$ cat src/rtl/vaccine_hit_reporter_if.sv
// Collision interface between the vaccine hit reporter (master) and the
// vaccine position manager / frame logic (slave).
interface vaccine_hit_reporter_if #(
    parameter int NUM_VACCINES = 10,
    parameter int INDEX_W      = 4,
    parameter int SCORE_W      = 8
);
    logic                    startOfFrame;
    logic                    clamp_draw_request;
    logic [0:NUM_VACCINES-1] vaccines_draw_request;
    logic                    collision;
    logic [0:INDEX_W-1]      collision_clamp_vaccine;
    logic                    busy;
    logic [SCORE_W-1:0]      score;

    modport master (
        input  startOfFrame,
        input  clamp_draw_request,
        input  vaccines_draw_request,
        output collision,
        output collision_clamp_vaccine,
        output busy,
        output score
    );

    modport slave (
        output startOfFrame,
        output clamp_draw_request,
        output vaccines_draw_request,
        input  collision,
        input  collision_clamp_vaccine,
        input  busy,
        input  score
    );
endinterface

$ cat src/rtl/vaccine_hit_reporter.sv
// Accumulates clamp/vaccine pixel overlaps over a frame and, from each
// start-of-frame snapshot, reports every hit vaccine as one collision pulse.
module vaccine_hit_reporter #(
    parameter int NUM_VACCINES = 10,
    parameter int INDEX_W      = 4,
    parameter int GAP_CYCLES   = 1,
    parameter int SCORE_W      = 8
) (
    input  logic                   clk,
    input  logic                   resetN,
    vaccine_hit_reporter_if.master bus
);

    typedef enum logic [1:0] {
        ST_IDLE = 2'd0,
        ST_EMIT = 2'd1,
        ST_GAP  = 2'd2
    } state_t;

    localparam logic [2:0]         GAP_LAST  = (GAP_CYCLES > 0) ? 3'(GAP_CYCLES - 1) : 3'd0;
    localparam logic [SCORE_W-1:0] SCORE_MAX = {SCORE_W{1'b1}};

    // Index 0 has the highest priority, so the last match scanning downward wins.
    function automatic logic [INDEX_W-1:0] lowest_index(input logic [0:NUM_VACCINES-1] vec);
        logic [INDEX_W-1:0] idx;
        idx = {INDEX_W{1'b0}};
        for (int i = NUM_VACCINES - 1; i >= 0; i--) begin
            if (vec[i]) begin
                idx = INDEX_W'(i);
            end
        end
        return idx;
    endfunction

    function automatic logic [0:NUM_VACCINES-1] index_mask(input logic [INDEX_W-1:0] idx);
        logic [0:NUM_VACCINES-1] mask;
        mask = {NUM_VACCINES{1'b0}};
        for (int i = 0; i < NUM_VACCINES; i++) begin
            if (INDEX_W'(i) == idx) begin
                mask[i] = 1'b1;
            end
        end
        return mask;
    endfunction

    state_t                  state_r;
    state_t                  state_next_s;
    logic [2:0]              gap_cnt_r;
    logic [0:NUM_VACCINES-1] hit_s;
    logic [0:NUM_VACCINES-1] acc_r;
    logic [0:NUM_VACCINES-1] acc_next_s;
    logic [0:NUM_VACCINES-1] pending_r;
    logic [0:NUM_VACCINES-1] pending_next_s;
    logic [0:NUM_VACCINES-1] clr_mask_s;
    logic                    emit_s;
    logic [INDEX_W-1:0]      emit_idx_s;
    logic                    collision_r;
    logic [INDEX_W-1:0]      index_r;
    logic                    busy_r;
    logic [SCORE_W-1:0]      score_r;

    // Per-pixel overlap of the clamp with each vaccine.
    always_comb begin
        hit_s = {NUM_VACCINES{bus.clamp_draw_request}} & bus.vaccines_draw_request;
    end

    // State register and gap counter.
    always_ff @(posedge clk or negedge resetN) begin
        if (!resetN) begin
            state_r   <= ST_IDLE;
            gap_cnt_r <= 3'd0;
        end else begin
            state_r   <= state_next_s;
            gap_cnt_r <= (state_r == ST_GAP && state_next_s == ST_GAP) ? gap_cnt_r + 3'd1 : 3'd0;
        end
    end

    // Next-state logic; decisions use pending as already cleared by the last pulse.
    always_comb begin
        state_next_s = state_r;
        case (state_r)
            ST_IDLE: begin
                if (pending_r != {NUM_VACCINES{1'b0}}) begin
                    state_next_s = ST_EMIT;
                end else begin
                    state_next_s = ST_IDLE;
                end
            end
            ST_EMIT: begin
                if (GAP_CYCLES > 0) begin
                    state_next_s = ST_GAP;
                end else if (pending_r != {NUM_VACCINES{1'b0}}) begin
                    state_next_s = ST_EMIT;
                end else begin
                    state_next_s = ST_IDLE;
                end
            end
            ST_GAP: begin
                if (gap_cnt_r != GAP_LAST) begin
                    state_next_s = ST_GAP;
                end else if (pending_r != {NUM_VACCINES{1'b0}}) begin
                    state_next_s = ST_EMIT;
                end else begin
                    state_next_s = ST_IDLE;
                end
            end
            default: begin
                state_next_s = ST_IDLE;
            end
        endcase
    end

    // Output/datapath decode: a pulse is launched on every edge that enters EMIT,
    // and its bit is cleared before any start-of-frame merge.
    always_comb begin
        emit_s     = (state_next_s == ST_EMIT);
        emit_idx_s = lowest_index(pending_r);
        if (emit_s) begin
            clr_mask_s = index_mask(emit_idx_s);
        end else begin
            clr_mask_s = {NUM_VACCINES{1'b0}};
        end
        if (bus.startOfFrame) begin
            pending_next_s = (pending_r & ~clr_mask_s) | acc_r | hit_s;
            acc_next_s     = {NUM_VACCINES{1'b0}};
        end else begin
            pending_next_s = pending_r & ~clr_mask_s;
            acc_next_s     = acc_r | hit_s;
        end
    end

    // Hit accumulator, pending snapshot and registered outputs.
    always_ff @(posedge clk or negedge resetN) begin
        if (!resetN) begin
            acc_r       <= {NUM_VACCINES{1'b0}};
            pending_r   <= {NUM_VACCINES{1'b0}};
            collision_r <= 1'b0;
            index_r     <= {INDEX_W{1'b0}};
            busy_r      <= 1'b0;
            score_r     <= {SCORE_W{1'b0}};
        end else begin
            acc_r       <= acc_next_s;
            pending_r   <= pending_next_s;
            collision_r <= emit_s;
            index_r     <= emit_s ? emit_idx_s : {INDEX_W{1'b0}};
            busy_r      <= (pending_next_s != {NUM_VACCINES{1'b0}}) || (state_next_s != ST_IDLE);
            if (emit_s && score_r != SCORE_MAX) begin
                score_r <= score_r + {{(SCORE_W-1){1'b0}}, 1'b1};
            end else begin
                score_r <= score_r;
            end
        end
    end

    assign bus.collision               = collision_r;
    assign bus.collision_clamp_vaccine = index_r;
    assign bus.busy                    = busy_r;
    assign bus.score                   = score_r;

endmodule

$ cat src/flat_wrapper.sv
// flat-port wrapper written by rule: the top's interface ports become plain ports
module vaccine_hit_reporter_flat 
#(
    parameter int NUM_VACCINES = 10,
    parameter int INDEX_W      = 4,
    parameter int GAP_CYCLES   = 1,
    parameter int SCORE_W      = 8
)
  (clk, resetN, bus_startOfFrame, bus_clamp_draw_request, bus_vaccines_draw_request, bus_collision, bus_collision_clamp_vaccine, bus_busy, bus_score);
  vaccine_hit_reporter_if #(.NUM_VACCINES(NUM_VACCINES), .INDEX_W(INDEX_W), .SCORE_W(SCORE_W)) bus_i ();
  input  logic clk;
  input  logic resetN;
  input wire logic [$bits(bus_i.startOfFrame)-1:0] bus_startOfFrame;
  input wire logic [$bits(bus_i.clamp_draw_request)-1:0] bus_clamp_draw_request;
  input wire logic [$bits(bus_i.vaccines_draw_request)-1:0] bus_vaccines_draw_request;
  output wire logic [$bits(bus_i.collision)-1:0] bus_collision;
  output wire logic [$bits(bus_i.collision_clamp_vaccine)-1:0] bus_collision_clamp_vaccine;
  output wire logic [$bits(bus_i.busy)-1:0] bus_busy;
  output wire logic [$bits(bus_i.score)-1:0] bus_score;
  assign bus_i.startOfFrame = bus_startOfFrame;
  assign bus_i.clamp_draw_request = bus_clamp_draw_request;
  assign bus_i.vaccines_draw_request = bus_vaccines_draw_request;
  assign bus_collision = bus_i.collision;
  assign bus_collision_clamp_vaccine = bus_i.collision_clamp_vaccine;
  assign bus_busy = bus_i.busy;
  assign bus_score = bus_i.score;
  vaccine_hit_reporter #(.NUM_VACCINES(NUM_VACCINES), .INDEX_W(INDEX_W), .GAP_CYCLES(GAP_CYCLES), .SCORE_W(SCORE_W)) u_core (.clk(clk), .resetN(resetN), .bus(bus_i));
endmodule
$ cat config.mk
export PLATFORM = sky130hd
export DESIGN_NAME = vaccine_hit_reporter_flat
export DESIGN_NICKNAME = d
export VERILOG_FILES = /design/src/rtl/vaccine_hit_reporter_if.sv /design/src/rtl/vaccine_hit_reporter.sv /design/src/flat_wrapper.sv
export SDC_FILE = /design/constraint.sdc
export NUM_CORES = 1
export LEC_CHECK = 0
export ABC_AREA = 1
export CORE_MARGIN = 2
export CORE_UTILIZATION = 65
export CTS_CLUSTER_SIZE = 14
export DETAILED_ROUTE_END_ITERATION = 8
export DONT_BUFFER_PORTS = 1
export GPL_TIMING_DRIVEN = 0
export MAX_ROUTING_LAYER = met4
export PLACE_DENSITY = 0.81
export SYNTH_ARGS = -nofsm -noshare
export SYNTH_HDL_FRONTEND = slang
export SYNTH_SLANG_ARGS = --single-unit
$ cat constraint.sdc
create_clock -name clk -period 4.2 [get_ports clk]
set_input_delay 0.84 -clock clk [delete_from_list [all_inputs] [get_ports clk]]
set_output_delay 0.84 -clock clk [all_outputs]
set_load 0.05 [all_outputs]
==> results.md <==
- Register-to-register setup slack: ~2.1 ns
- Setup Fix Bufs, Post-CTS: 0
- Via count: 1341
- Clk_lat worst skew: 0.34 ns
- Number of synthesized flops with an enable pin: 0
- Crit. End Element: register
- Largest net degree at the start of global routing: 40
- Sink Count: 39
- Mapped Area: 1850 um2
- Setup violations, final: 0
- Synth area leader: dfrtp_1
- Hold Vio Cnt, Final: 0
- 1st-iter DRT viols: 53
- Global-route wire length before repair: 5680 um
- Final HPWL DP: around 2400 um
- Maximum vdd drop: 0.324 mV
- DRC: 0
- Compound-Gate Fraction of Synth Area: around 5.1%
- Initial antenna violation count: 0
- F_max: about 0.5 GHz
- Clock transition at path regs: 0.11 ns
- Max FO, Critical Path: 5
- Routed Wire Length: 3240 um
- GR Util All Layers: 23.6%
- Worst Path Arrival: 2.32 ns
- Post-synthesis sequential area ratio: 52.8%
- Die area: roughly 3300 um2
- Post-cts gate resize count: 0
- Die Wd: around 57 um
- Most common cell in the synthesized netlist: nand2_1
- H-tree levels: 2
- Synth cell count leaders: nand2_1 (56), dfrtp_1 (39), inv_1 (35)
- XOR/XNOR share of the synthesized area: 3.79%
- Crit path kind: reg -> reg
- Final TNS setup: 0 ns
- Leak: 0.966 nW
- Top cell type's share of synthesized area: 52.8%
- Die Height: between 50 and 60 um
- Port Buffers: 0
- Gate Count Post-Synth: 217
- Vias in the first global route: 1405
- Via/cell ratio: 5.24
- Overflow after GRT: 0
- Status: finished clean
- GP Congestion: 0.837
- Worst hold path type: in -> async
- Syn Nets: 234
- Core Rows: 19
- N_diodes: 0
- Synth top area cells: dfrtp_1 (53%), nand2_1 (11%), inv_1 (7.1%), nor2_1 (5.3%), a21oi_1 (3.3%)
- Clock root buffer: clkbuf_4
- #FFs+latches synth: 39
- Slew margin rel.: 60.8%
- DR WL/cell: 12.7 um
- Pwr Density: ~390 nW/um2
- Worst slew pin tran: 0.588 ns
- Synth Area per Inst: 8.51 um2
- # hold bufs at CTS: 0
- Nets: about 240
- Fill cells: 190
- Cts bufs inserted: 5
- Area Growth Syn to Fin: 5.83%
- Minimum clock period: slightly above 2 ns
- Core Area: 2730 um2
- Worst Path Required: 4.47 ns
- Final period util: 48.8%
- Drt pass-1 iters: 4
- Mux contribution to synthesized area: 0%
- Ys async rst share: 100%
- Top_reg_cell synth: dfrtp_1
- Netlist cell types: 28
- CTS tree: yes
- Adder-Cell Fraction of Synth Area: 2.03%
- Maxcap violations: 0
- Worst Skew: between 0.007 and 0.008 ns
- R2R depth: 8
- Unrepaired setup endpoints after global routing: no
- Post-synthesis simple-gate area fraction: a little over a quarter
- Initial core utilization: roughly two thirds
- DRT antenna net count: 0
- I/O pin cnt: 28
- Fraction of layout cells with a size suffix above 1: 10.2%
- Synth warnings: 0
- CP Launch Type: register
- Fin util: between 70% and 80%
- Max-slew violations: 0
- Largest family of logic cells by synthesized area: simple AND/OR/NAND/NOR gates
- CTS Buffer Depth: 2
-- area by class of cell --
| type | instances | area, um2 | share of cell area, % |
|---|---|---|---|
| plain buffers | 3 | 22.5 | 1.15 |
| multi-input cells | 136 | 702 | 35.9 |
| inverters | 39 | 146 | 7.49 |
| flip-flops and latches | 39 | 976 | 49.9 |
| clock buffers | 8 | 68.8 | 3.52 |
| well taps | 31 | 38.8 | 1.98 |
-- metal layers --
layer	part of all wire, %	GRT usage [%]
met4	1.0	11.0
met5	0	-
met1	46	28.2
met2	48	36.0
met3	4.6	8.39
-- worst paths after layout --
path,startpoint,end
setup reg to reg,u_core.bus.score[1]$_DFFE_PN0P_,u_core.bus.score[5]$_DFFE_PN0P_
hold reg to reg,u_core.gap_cnt_r[0]$_DFF_PN0_,u_core.gap_cnt_r[0]$_DFF_PN0_
setup / recovery,u_core.bus.score[1]$_DFFE_PN0P_,u_core.bus.score[5]$_DFFE_PN0P_
max in group asynchronous,resetN,u_core.acc_r[1]$_DFF_PN0_
hold / removal,resetN,u_core.gap_cnt_r[0]$_DFF_PN0_
min in group clk,u_core.gap_cnt_r[0]$_DFF_PN0_,u_core.gap_cnt_r[0]$_DFF_PN0_
-- state kept, by name, indices dropped and copies added (netlist names) --
| signal | cells |
|---|---|
| u_core.acc_r | 10 |
| u_core.pending_r | 10 |
| u_core.bus.score | 8 |
| u_core.bus.collision_clamp_vaccine | 4 |
| u_core.gap_cnt_r | 3 |
| u_core.state_r | 2 |
| u_core.bus.busy | 1 |
| u_core.bus.collision | 1 |
-- power by group --
part / switching, mW / internal, mW / total, mW / leakage, nW
Clock: 0.116 / 0.0986 / 0.214 / 0.0386
Sequential: 0.0420 / 0.401 / 0.443 / 0.462
Combinational: 0.0702 / 0.0268 / 0.0970 / 0.466
Total: 0.228 / 0.526 / 0.754 / 0.966
-- cell families (layout without fill, tap and decap cells) --
logic type | after synthesis | after routing
and+or+nand+nor | 109 | 109
buffers and inverters | 42 | 50
DFF | 39 | 39
AOI/OAI and AO/OA | 16 | 16
xor gates and xnor gates | 8 | 8
adders and majority gates | 3 | 3
-- worst max-delay path: stages, from the launching register on --
cell	delay, ns
dfrtp_1	0.68
ha_1	0.27
nand2_1	0.09
nor3_1	0.24
nand3_1	0.22
nand2_4	0.18
nor4_4	0.06
nand3_1	0.08
xor2_1	0.16
-- through the flow --
stage	instances	setup WS, ns	power [mW]	area, um2	hold WS [ns]
after CTS	256	2.16	0.755	1950	0.171
final	256	2.15	0.754	1950	0.179
after global placement	248	2.05	0.538	1890	0.441
after global routing	256	2.01	0.793	1950	0.142
after floorplan	217	2.24	0.524	1850	0.430
after detailed placement	248	2.02	0.544	1890	0.473
-- cells in the final DEF, fill, tap and decap left out, types with 2 or more instances in the layout --
cell type and n:
a21oi_1 12, clkbuf_1 2, clkbuf_4 5, clkbuf_8 3
dfrtp_1 39, ha_1 3, inv_1 35, inv_2 4
nand2_1 56, nand2_2 3, nand3_1 9, nand4_1 5
nor2_1 26, nor2_4 2, xnor2_1 3, xor2_1 5
(Power assumes the default switching activity.)
